## config.mk

```make
export PLATFORM = sky130hd
export DESIGN_NAME = note_player_flat
export DESIGN_NICKNAME = d
export VERILOG_FILES = /design/src/rtl/note_pkg.sv /design/src/rtl/note_player_if.sv /design/src/rtl/ms_strobe.sv /design/src/rtl/note_player.sv /design/src/flat_wrapper.sv
export SDC_FILE = /design/constraint.sdc
export NUM_CORES = 1
export LEC_CHECK = 0
export ABC_CLOCK_PERIOD_IN_PS = 8500
export CAP_MARGIN = 20
export CORE_MARGIN = 3
export CORE_UTILIZATION = 64
export CTS_CLUSTER_DIAMETER = 200
export DETAILED_ROUTE_END_ITERATION = 10
export GPL_TIMING_DRIVEN = 0
export PLACE_DENSITY = 0.83
export SLEW_MARGIN = 20
export SYNTH_ARGS = -nofsm -noshare
export SYNTH_HDL_FRONTEND = slang
export SYNTH_SLANG_ARGS = --single-unit
```

## constraint.sdc

```tcl
create_clock -name clk -period 8.5 [get_ports clk]
set_clock_uncertainty 0.15 [all_clocks]
set_input_delay 1.7 -clock clk [delete_from_list [all_inputs] [get_ports clk]]
set_output_delay 1.7 -clock clk [all_outputs]
set_load 0.05 [all_outputs]
```

## src/rtl/note_pkg.sv

```systemverilog
// Shared constants, helpers and FSM encoding for the note_player tone synthesizer.
package note_pkg;

  localparam logic [11:0] C       = 12'h800;
  localparam logic [11:0] Cs      = 12'h400;
  localparam logic [11:0] D       = 12'h200;
  localparam logic [11:0] Ds      = 12'h100;
  localparam logic [11:0] E       = 12'h080;
  localparam logic [11:0] F       = 12'h040;
  localparam logic [11:0] Fs      = 12'h020;
  localparam logic [11:0] G       = 12'h010;
  localparam logic [11:0] Gs      = 12'h008;
  localparam logic [11:0] A       = 12'h004;
  localparam logic [11:0] As      = 12'h002;
  localparam logic [11:0] B       = 12'h001;
  localparam logic [11:0] no_note = 12'h000;

  localparam logic [11:0] Df = Cs;
  localparam logic [11:0] Ef = Ds;
  localparam logic [11:0] Gf = Fs;
  localparam logic [11:0] Af = Gs;
  localparam logic [11:0] Bf = As;

  // Base-octave (C4..B4) frequencies in units of 0.01 Hz.
  localparam int unsigned freq_100_c  = 26163;
  localparam int unsigned freq_100_cs = 27718;
  localparam int unsigned freq_100_d  = 29366;
  localparam int unsigned freq_100_ds = 31113;
  localparam int unsigned freq_100_e  = 32963;
  localparam int unsigned freq_100_f  = 34923;
  localparam int unsigned freq_100_fs = 36999;
  localparam int unsigned freq_100_g  = 39200;
  localparam int unsigned freq_100_gs = 41530;
  localparam int unsigned freq_100_a  = 44000;
  localparam int unsigned freq_100_as = 46616;
  localparam int unsigned freq_100_b  = 49388;

  localparam logic [3:0] idx_invalid = 4'hf;

  typedef enum logic [1:0] {
    StIdle,
    StPlay,
    StGap
  } state_t;

  function automatic logic [17:0] half_period(input int unsigned freq_100,
                                              input int unsigned clk_mhz);
    longint unsigned num;
    longint unsigned den;
    num = 64'(clk_mhz) * 64'd100000000;
    den = 64'(freq_100) * 64'd2;
    return 18'(num / den);
  endfunction

  // C (bit 11) maps to index 0, B (bit 0) to index 11; zero or multi-hot is invalid.
  function automatic logic [3:0] onehot_to_idx(input logic [11:0] code);
    logic [3:0]  idx;
    int unsigned ones;
    idx  = idx_invalid;
    ones = 0;
    for (int i = 0; i < 12; i++) begin
      if (code[i]) begin
        ones++;
        idx = 4'(11 - i);
      end
    end
    return (ones == 1) ? idx : idx_invalid;
  endfunction

endpackage

```

## src/rtl/note_player_if.sv

```systemverilog
// Note request channel: valid/ready handshake carrying note, octave and duration.
interface note_player_if #(
  parameter int unsigned w_dur = 16
);
  logic             note_valid;
  logic             note_ready;
  logic [11:0]      note;
  logic [1:0]       octave;
  logic [w_dur-1:0] dur_ms;

  modport master (output note_valid, note, octave, dur_ms, input note_ready);
  modport slave  (input note_valid, note, octave, dur_ms, output note_ready);
endinterface

```

## src/rtl/ms_strobe.sv

```systemverilog
// Millisecond prescaler: one-cycle tick every clk_mhz*1000 cycles, restartable.
module ms_strobe #(
  parameter int unsigned clk_mhz = 50
) (
  input  logic clk,
  input  logic rst_n,
  input  logic restart,
  output logic tick
);
  localparam int unsigned Ticks = clk_mhz * 1000;
  localparam int unsigned Cw    = $clog2(Ticks);

  logic [Cw-1:0] cnt_q;

  always_ff @(posedge clk or negedge rst_n) begin
    if (!rst_n) begin
      cnt_q <= '0;
    end else if (restart || (cnt_q == '0)) begin
      cnt_q <= Cw'(Ticks - 1);
    end else begin
      cnt_q <= cnt_q - 1'b1;
    end
  end

  assign tick = (cnt_q == '0);
endmodule

```

## src/rtl/note_player.sv

```systemverilog
// Square-wave note synthesizer: accepts a note request, plays it, then inserts a silent gap.
module note_player
  import note_pkg::*;
#(
  parameter int unsigned clk_mhz   = 50,
  parameter int unsigned w_dur     = 16,
  parameter logic [15:0] amplitude = 16'h2000,
  parameter int unsigned gap_ms    = 10
) (
  input  logic                clk,
  input  logic                rst_n,
  note_player_if.slave        req,
  output logic                busy,
  output logic [11:0]         cur_note,
  output logic [15:0]         sound
);
  localparam logic [w_dur-1:0] GapCount = w_dur'(gap_ms);

  // Padded to 16 entries so the invalid index reads a harmless zero.
  localparam logic [17:0] PeriodTable [16] = '{
    half_period(freq_100_c,  clk_mhz), half_period(freq_100_cs, clk_mhz),
    half_period(freq_100_d,  clk_mhz), half_period(freq_100_ds, clk_mhz),
    half_period(freq_100_e,  clk_mhz), half_period(freq_100_f,  clk_mhz),
    half_period(freq_100_fs, clk_mhz), half_period(freq_100_g,  clk_mhz),
    half_period(freq_100_gs, clk_mhz), half_period(freq_100_a,  clk_mhz),
    half_period(freq_100_as, clk_mhz), half_period(freq_100_b,  clk_mhz),
    18'd0, 18'd0, 18'd0, 18'd0
  };

  state_t           state_q;
  logic [11:0]      note_q;
  logic             rest_q;
  logic             pol_q;
  logic [17:0]      half_q;
  logic [17:0]      phase_q;
  logic [w_dur-1:0] remain_q;
  logic [11:0]      cur_note_q;
  logic [15:0]      sound_q;

  logic        tick;
  logic        accept;
  logic        play_done;
  logic        restart;
  logic [3:0]  idx_in;
  logic [17:0] half_in;

  assign idx_in         = onehot_to_idx(req.note);
  assign half_in        = PeriodTable[idx_in] >> req.octave;
  assign req.note_ready = (state_q == StIdle);
  assign busy           = ~req.note_ready;
  assign accept         = req.note_valid & req.note_ready;
  assign play_done      = (state_q == StPlay) & tick & (remain_q <= w_dur'(1));
  assign restart        = accept | play_done;

  ms_strobe #(
    .clk_mhz(clk_mhz)
  ) u_ms_strobe (
    .clk    (clk),
    .rst_n  (rst_n),
    .restart(restart),
    .tick   (tick)
  );

  always_ff @(posedge clk or negedge rst_n) begin
    if (!rst_n) begin
      state_q    <= StIdle;
      note_q     <= '0;
      rest_q     <= 1'b0;
      pol_q      <= 1'b0;
      half_q     <= '0;
      phase_q    <= '0;
      remain_q   <= '0;
      cur_note_q <= '0;
      sound_q    <= '0;
    end else begin
      unique case (state_q)
        StIdle: begin
          sound_q    <= '0;
          cur_note_q <= '0;
          if (accept) begin
            note_q  <= req.note;
            rest_q  <= (idx_in == idx_invalid);
            half_q  <= half_in;
            phase_q <= half_in - 18'd1;
            pol_q   <= 1'b1;
            if (req.dur_ms == '0) begin
              state_q  <= StGap;
              remain_q <= GapCount;
            end else begin
              state_q  <= StPlay;
              remain_q <= req.dur_ms;
            end
          end
        end
        StPlay: begin
          sound_q    <= rest_q ? '0 : (pol_q ? amplitude : -amplitude);
          cur_note_q <= rest_q ? '0 : note_q;
          if (phase_q == '0) begin
            phase_q <= half_q - 18'd1;
            pol_q   <= ~pol_q;
          end else begin
            phase_q <= phase_q - 18'd1;
          end
          if (play_done) begin
            state_q  <= StGap;
            remain_q <= GapCount;
          end else if (tick) begin
            remain_q <= remain_q - w_dur'(1);
          end
        end
        StGap: begin
          sound_q    <= '0;
          cur_note_q <= '0;
          if (tick) begin
            remain_q <= remain_q - w_dur'(1);
            if (remain_q <= w_dur'(1)) begin
              state_q <= StIdle;
            end
          end
        end
        default: state_q <= StIdle;
      endcase
    end
  end

  assign cur_note = cur_note_q;
  assign sound    = sound_q;
endmodule

```

## src/flat_wrapper.sv

```systemverilog
// flat-port wrapper written by rule: the top's interface ports become plain ports
module note_player_flat import note_pkg::*;
#(
  parameter int unsigned clk_mhz   = 50,
  parameter int unsigned w_dur     = 16,
  parameter logic [15:0] amplitude = 16'h2000,
  parameter int unsigned gap_ms    = 10
)
  (clk, rst_n, busy, cur_note, sound, req_note_valid, req_note, req_octave, req_dur_ms, req_note_ready);
  note_player_if #(.w_dur(w_dur)) req_i ();
  input  logic clk;
  input  logic rst_n;
  output logic busy;
  output logic [11:0] cur_note;
  output logic [15:0] sound;
  input wire logic [$bits(req_i.note_valid)-1:0] req_note_valid;
  input wire logic [$bits(req_i.note)-1:0] req_note;
  input wire logic [$bits(req_i.octave)-1:0] req_octave;
  input wire logic [$bits(req_i.dur_ms)-1:0] req_dur_ms;
  output wire logic [$bits(req_i.note_ready)-1:0] req_note_ready;
  assign req_i.note_valid = req_note_valid;
  assign req_i.note = req_note;
  assign req_i.octave = req_octave;
  assign req_i.dur_ms = req_dur_ms;
  assign req_note_ready = req_i.note_ready;
  note_player #(.clk_mhz(clk_mhz), .w_dur(w_dur), .amplitude(amplitude), .gap_ms(gap_ms)) u_core (.clk(clk), .rst_n(rst_n), .req(req_i), .busy(busy), .cur_note(cur_note), .sound(sound));
endmodule
```

==> impl_metrics.csv, run 1 <==
group,metric,value,unit
clocking,cts.sinks,97,
synthesis,netlist.top_cell.by_area,"sky130_fd_sc_hd__dfrtp_1",
global_routing,grt_usage,0.3649,
synthesis,seq_area_frac_synth,0.3126,
place,area_of_placed_instances,8752,um^2
sta,timing.slew.headroom,0.2161,
route,via_per_inst,7.149,
layout,layout-drive-gt1-share,0.2729,
place,place_inst,1147,
route,drcViolationCount,0,
die,chipWidth,116.2,um
global_routing,grt_start_max_net_pins,79,
sta,finalMaxSlewViolations,0,
job,timing.max_cap.violations,0,
place,dp.final_hpwl,16090,um
worst_setup_path,critPathLaunchType,"primary input",
outcome,status,"finished, violations left",
layout,final.fill_count,528,
layout,non_filler_instance_count_after_layout,1235,
route,dr.first_iter.drc_count,1517,
pwr,power_density,247.6,nW/um^2
global_routing,grt_pass1_wl,39410,um
sta,finalHoldViolations,0,
clocking,cts.root.buffer_cell,"sky130_fd_sc_hd__clkbuf_16",
worst_setup_path,worstPathArrival,10590,ps
clocking,tritoncts_clock_tree,"built",
layout,finish.utilization,0.8889,
layout,multiInputGateArea,5749,um^2
synthesis,ys_seq_elements,97,
layout,finalInstanceArea,10320,um^2
synthesis,yosys.cell_count.top_type,"sky130_fd_sc_hd__nand2_1",
sta,fmaxAchievable,95.56,MHz
place,port_buffers,42,
synthesis,largest_family_of_logic_cells_by_synthesized_area,"compound AO/OA/AOI/OAI gates",
synthesis,postSynthCellCount,948,
synthesis,synth.top_cell.area_share,0.3126,
synthesis,synthSimpleGateAreaFrac,0.2188,
global_routing,first_global_vias,7974,
synthesis,post_synth_mux_area_share,0.02256,
worst_setup_path,crit_path_end_kind,"flop",
route,route.vias.total,8829,
clocking,h_tree_depth_reported_by_cts,3,
route,ant_nets,0,
synthesis,synth_xor_area_frac,0.06557,
sta,tightestPinTransition,1167,ps
worst_setup_path,cp.required,8620,ps
synthesis,synth.top_cells.by_count,"sky130_fd_sc_hd__nand2_1 (128), sky130_fd_sc_hd__dfrtp_1 (97), sky130_fd_sc_hd__o21ai_0 (83)",
worst_setup_path,timing.critical_path.fanout_max,4,
clocking,cts.clk_slew.worst_paths,70,ps
route,totalWireLength,28510,um
clocking,cts-hold-fix-buffers,0,
die,floorplan.io_pins,63,
worst_setup_path,crit_path_top_delay_cell,"sky130_fd_sc_hd__o41ai_4",
worst_setup_path,cpMostUsedCell,"sky130_fd_sc_hd__ha_4",
synthesis,synthTopCellsByArea,"sky130_fd_sc_hd__dfrtp_1 (31%), sky130_fd_sc_hd__nand2_1 (6.2%), sky130_fd_sc_hd__o21ai_0 (5.3%)",
worst_setup_path,max_stage_delay,520,ps
sta,period_share,1.231,
die,initial_utilization,0.6687,
sta,tns,-45080,ps
die,dieArea,13490,um^2
die,chipHeight,116.2,um
layout,nets,1146,
pwr,p_leak,4.289,nW
layout,final-seq-area,2427,um^2
die,core_area,11610,um^2
place,dp_slack,-3369,ps
global_routing,antenna_found_initial,0,
layout,num_antenna_cells,0,
synthesis,synth-adder-area-share,0.04189,
clocking,worst_skew_pair.late_latency,360,ps
synthesis,async_reset_ff_frac,1.000,
route,detail_route.wl_per_cell,23.09,um
synthesis,synth_enable_flop_cells,0,
synthesis,post_synth_num_cell_types,96,
clocking,cts_max_path_buffers,2,
hold_path,timing.hold.worst.class,"flop to flop",
sta,setup_slack,-1965,ps
route,drtPass1Iterations,8,
outcome,failed_checks,"setup timing",
place,gp_congestion,0.9737,
die,placement_row_count,39,
synthesis,complex_gate_fraction_of_the_synthesized_area,0.2634,
global_routing,globalRoute.totalOverflow,0,
synthesis,ys.warnings.count,0,
synthesis,ys_flop_type,"sky130_fd_sc_hd__dfrtp_1",
synthesis,post_synth_instance_area,7766,um^2
layout,areaGrowthSynthToFinish,32.93,%
sta,grt_setup_unrepaired,"true",
pwr,vdd.ir_drop.worst,383.6,uV
sta,period_needed,10470,ps
worst_setup_path,crit_path_category,"primary input to flop",
clocking,numCtsBuffers,9,
synthesis,post_synth.cell_area_avg,8.192,um^2
sta,finalSetupViolations,36,
==> sequential cells by signal, summed over array words and instances (netlist names), 2 cells and up <==
signal / count
u_core.cur_note: 12
u_core.half_q: 17
u_core.note_q: 12
u_core.phase_q: 18
u_core.remain_q: 16
u_core.sound: 2
u_core.state_q: 2
u_core.u_ms_strobe.cnt_q: 16
==> metal layers <==
metal  up-vias  global-route usage  part of all wire
met5         -                   0                 0
met4         0              0.1361             0.068
met3       249             0.07358              0.11
met2       775              0.5999              0.45
met1      4091              0.4795              0.37
li1       3714                   -                 -
==> per-stage QoR <==
stage	power, W	hold WS, ps
5_1_grt	0.002635	351.5
3_5_place_dp	0.001532	317.8
4_1_cts	0.002207	327.7
2_1_floorplan	0.001306	278.8
3_3_place_gp	0.001517	306.6
6_report	0.002556	336.0
==> repair_timing <==
action,CTS,global route
pin swaps,61,52
endpoints found under the hold margin,0,0
resized for setup,98,70
endpoints found under the setup margin,36,36
buffers inserted,47,25
==> cell type report <==
type | count | area share
multi-input cells | 762 | 0.5569
flip-flops and latches | 97 | 0.2351
repair buffers | 116 | 0.1006
inverters | 36 | 0.01551
clock buffers | 9 | 0.02182
well taps | 143 | 0.01733
clock inverters | 7 | 0.005939
plain buffers | 65 | 0.04678
==> cells in the final DEF, fill, tap and decap left out, types with 9 or more instances in the layout <==
master / n
sky130_fd_sc_hd__nand2_1: 116
sky130_fd_sc_hd__dfrtp_1: 97
sky130_fd_sc_hd__buf_4: 79
sky130_fd_sc_hd__nor2_1: 69
sky130_fd_sc_hd__o21ai_0: 62
sky130_fd_sc_hd__a21oi_1: 54
sky130_fd_sc_hd__clkdlybuf4s50_1: 38
sky130_fd_sc_hd__clkbuf_1: 31
sky130_fd_sc_hd__inv_1: 28
sky130_fd_sc_hd__xnor2_1: 26
sky130_fd_sc_hd__nor3_1: 20
sky130_fd_sc_hd__nand3_1: 18
sky130_fd_sc_hd__nor4_1: 15
sky130_fd_sc_hd__a21oi_2: 14
sky130_fd_sc_hd__a22o_1: 14
sky130_fd_sc_hd__o21ai_1: 13
sky130_fd_sc_hd__ha_4: 13
sky130_fd_sc_hd__conb_1: 13
sky130_fd_sc_hd__buf_6: 12
sky130_fd_sc_hd__and3_1: 12
sky130_fd_sc_hd__a31oi_1: 12
sky130_fd_sc_hd__clkbuf_8: 11
sky130_fd_sc_hd__clkbuf_16: 11
sky130_fd_sc_hd__ha_1: 11
sky130_fd_sc_hd__o211ai_1: 10
sky130_fd_sc_hd__xor2_1: 9
sky130_fd_sc_hd__nand4_1: 9
sky130_fd_sc_hd__o21ai_2: 9
sky130_fd_sc_hd__a22oi_1: 9
==> worst max-delay path: cells and delay by family <==
kind | cells | cell delay [ps]
mux | 1 | 280
xor+xnor | 3 | 540
fa+ha+maj | 11 | 2960
simple gates | 16 | 2250
compound gates | 13 | 2080
buf+inv | 7 | 790
==> worst paths after layout <==
| kind | endpoint | cells after the start | startpoint | slack [ps] |
|---|---|---|---|---|
| setup / recovery | u_core.phase_q[17] | 51 | req_note[1] | -1970 |
| hold / removal | u_core.u_ms_strobe.cnt_q[0] | 1 | u_core.u_ms_strobe.cnt_q[0] | 340 |
| setup reg to reg | u_core.phase_q[13] | 12 | u_core.phase_q[12] | 4520 |
| hold reg to reg | u_core.u_ms_strobe.cnt_q[0] | 1 | u_core.u_ms_strobe.cnt_q[0] | 340 |
| max in group asynchronous | u_core.half_q[13] | 2 | rst_n | 6540 |
| min in group asynchronous | u_core.cur_note[4] | 1 | rst_n | 1020 |
==> logic make-up (layout without fill, tap and decap cells) <==
logic type,count (synthesis),count (layout)
mux,15,15
compound gates,307,307
xor+xnor,47,47
buf+inv,101,233
simple gates,354,354
other cells,1,13
fa+ha+maj,26,26
flops,97,97
==> where the power goes <==
| group | total [W] | switching [W] | internal [W] |
|---|---|---|---|
| combinational | 0.00165 | 0.000912 | 0.000742 |
| clock | 0.000406 | 0.000202 | 0.000204 |
| sequential | 0.000495 | 0.0000202 | 0.000475 |
(Power assumes the default switching activity.)
==> run 2: changes to the inputs <==
CORE_UTILIZATION = 49   (was 64)
PLACE_DENSITY = 0.65   (was 0.83)
SETUP_SLACK_MARGIN = 0.4   (was default)
==> run 2 against run 1 <==
  * The run still ends with setup timing left
  * Non-clock buffer count up 6
  * Cell count up 5.9%
  * Count of clock-buffer cells in the layout up 1
  * Critical path type unchanged
  * Highest routed layer unchanged
==> impl_metrics.csv, run 2 (synthesized netlist as in run 1, its figures left out) <==
group,metric,value,unit
layout,layout_top_registers,"u_core.phase_q x18, u_core.half_q x17",
place,place_inst,1215,
die,dieArea,17400,um^2
sta,finalSetupViolations,35,
route,ant_nets,0,
worst_setup_path,critPathLaunchType,"primary input",
job,timing.max_cap.violations,0,
pwr,vdd.ir_drop.worst,299.5,uV
global_routing,globalRoute.totalOverflow,0,
global_routing,first_global_vias,7424,
layout,layout.cells.most_common,"sky130_fd_sc_hd__nand2_1",
die,core_area,15370,um^2
worst_setup_path,crit_path_top_delay_cell,"sky130_fd_sc_hd__or3_1",
layout,areaGrowthSynthToFinish,33.80,%
clocking,cts.sinks,97,
layout,max_flop_register,"u_core.phase_q",
pwr,switching_share,0.4155,
layout,nets,1152,
pwr,pwr-share-clk,0.157,
worst_setup_path,crit_path_end_kind,"flop",
global_routing,grt_pass1_wl,38120,um
hold_path,timing.hold.worst.class,"flop to flop",
worst_setup_path,crit_path_category,"primary input to flop",
sta,finalHoldViolations,0,
die,chipHeight,131.9,um
clocking,numCtsBuffers,9,
pwr,total_switching_power,0.001030,W
route,drtPass1Iterations,6,
layout,finish.utilization,0.6760,
sta,period_needed,10070,ps
sta,tightestPinTransition,1058,ps
place,gp_congestion,0.9191,
outcome,status,"finished, violations left",
sta,tns,-33830,ps
die,chipWidth,131.9,um
global_routing,antenna_found_initial,0,
worst_setup_path,worstPathArrival,10190,ps
clocking,cts_max_path_buffers,2,
sta,grt_setup_unrepaired,"true",
global_routing,grt_usage,0.2632,
sta,finalMaxSlewViolations,0,
sta,period_share,1.185,
route,detail_route.wl_per_cell,18.48,um
sta,setup_slack,-1573,ps
sta,fmaxAchievable,99.27,MHz
die,initial_utilization,0.5053,
pwr,p_leak,4.282,nW
pwr,power.share.sequential,0.198,
pwr,power_density,238.7,nW/um^2
worst_setup_path,critPathBufInv,9,
outcome,failed_checks,"setup timing",
layout,most-common-layout-cells,"sky130_fd_sc_hd__nand2_1 (118), sky130_fd_sc_hd__dfrtp_1 (97), sky130_fd_sc_hd__buf_4 (87)",
pwr,internal_power,0.001450,W
layout,non_filler_instance_count_after_layout,1308,
pwr,finalPower,0.002480,W
die,placement_row_count,45,
clocking,worst_skew_pair.late_latency,350,ps
layout,largest_register_ffs,18,
layout,num_antenna_cells,0,
worst_setup_path,cp.required,8610,ps
global_routing,grt_start_max_net_pins,80,
worst_setup_path,timing.critical_path.fanout_max,6,
sta,timing.slew.headroom,0.2855,
die,floorplan.io_pins,63,
place,dp.final_hpwl,16760,um
hold_path,hold_path.startpoint,"u_core.u_ms_strobe.cnt_q[0]",
route,totalWireLength,24170,um
clocking,tritoncts_clock_tree,"built",
route,drcViolationCount,0,
worst_setup_path,cpMostUsedCell,"sky130_fd_sc_hd__ha_4",
clocking,cts.clk_slew.worst_paths,60,ps
route,via_per_inst,6.085,
route,route.vias.total,7959,
worst_setup_path,crit-reg2reg-launch,"u_core.phase_q[12]",
place,port_buffers,42,
clocking,h_tree_depth_reported_by_cts,3,
route,dr.first_iter.drc_count,616,
worst_setup_path,crit_path_start,"req_note[0]",
clocking,cts.root.buffer_cell,"sky130_fd_sc_hd__clkbuf_16",
pwr,power.share.combinational,0.645,
worst_setup_path,cp_top_family,"adder cells",
layout,layout-drive-gt1-share,0.2780,
worst_setup_path,max_stage_delay,380,ps
==> run 2: changes by cell type in the layout (fill, tap and decap cells not counted), sizes merged <==
| cell | change |
|---|---|
| buf | +6 |
| clkbuf | +1 |
| clkinv | -1 |
| inv | -1 |
==> run 2: routing by layer <==
layer | global-route usage | up-vias | routed length (um)
met5 | 0 | - | 0
met4 | 0.05834 | 0 | 415
met3 | 0.04046 | 42 | 1391
met2 | 0.4245 | 311 | 11410
met1 | 0.3756 | 3887 | 10950
li1 | - | 3719 | -
==> run 2: power groups by stage <==
| stage | Combinational, W | Sequential (W) | Clock, W |
|---|---|---|---|
| after floorplan | 0.000814 | 0.000493 | 0 |
| after global routing | 0.00170 | 0.000493 | 0.000413 |
| final | 0.00160 | 0.000492 | 0.000388 |
| after global placement | 0.00104 | 0.000500 | 0 |
| after detailed placement | 0.00104 | 0.000500 | 0 |
| after CTS | 0.00134 | 0.000491 | 0.000394 |
==> run 2: path summary, 6_finish.rpt <==
kind	to	slack [ps]	cells after the start
hold reg to reg	u_core.u_ms_strobe.cnt_q[0]	320	1
min in group asynchronous	u_core.remain_q[3]	1030	1
setup reg to reg	u_core.phase_q[17]	4850	13
setup / recovery	u_core.phase_q[14]	-1570	53
hold / removal	u_core.u_ms_strobe.cnt_q[0]	320	1
max in group asynchronous	u_core.half_q[7]	6530	2
==> run 2: worst register-to-register path, stage by stage (launching register included) <==
cell and delay, ps:
sky130_fd_sc_hd__dfrtp_1 430, sky130_fd_sc_hd__nor4_1 400, sky130_fd_sc_hd__nand3_1 220, sky130_fd_sc_hd__nor4_1 410, sky130_fd_sc_hd__clkbuf_1 440, sky130_fd_sc_hd__clkbuf_1 430
sky130_fd_sc_hd__a21o_1 190, sky130_fd_sc_hd__nand2_1 50, sky130_fd_sc_hd__o41ai_1 220, sky130_fd_sc_hd__nor2_1 130, sky130_fd_sc_hd__nand3b_1 180, sky130_fd_sc_hd__buf_4 130
sky130_fd_sc_hd__nor3_2 30, sky130_fd_sc_hd__xnor2_1 120
==> run 2: what timing repair did <==
action / in CTS / in global routing
cloned: 0 / 0
resized for setup: 100 / 62
buffers inserted: 51 / 27
endpoints found under the setup margin: 36 / 36
pin swaps: 60 / 51
hold buffers: 0 / 0
==> run 2: layout make-up <==
class	count	area (um^2)
timing repair buffer	122	1082
inverter	36	157.7
fill	1282	4980
buffer	65	481.7
clock buffer	10	239.0
tap	211	264.0
clock inverter	5	40.04
multi-input combinational	762	5699
sequential	97	2427
==> run 2: per-stage QoR <==
step / setup slack [ps] / cell area (um^2) / hold slack [ps]
after floorplan: -1667 / 8113 / 278.8
after global placement: -3251 / 8797 / 304.3
after detailed placement: -3296 / 8840 / 309.6
after CTS: -1531 / 9899 / 318.9
after global routing: -1915 / 10390 / 361.9
final: -1573 / 10390 / 317.3
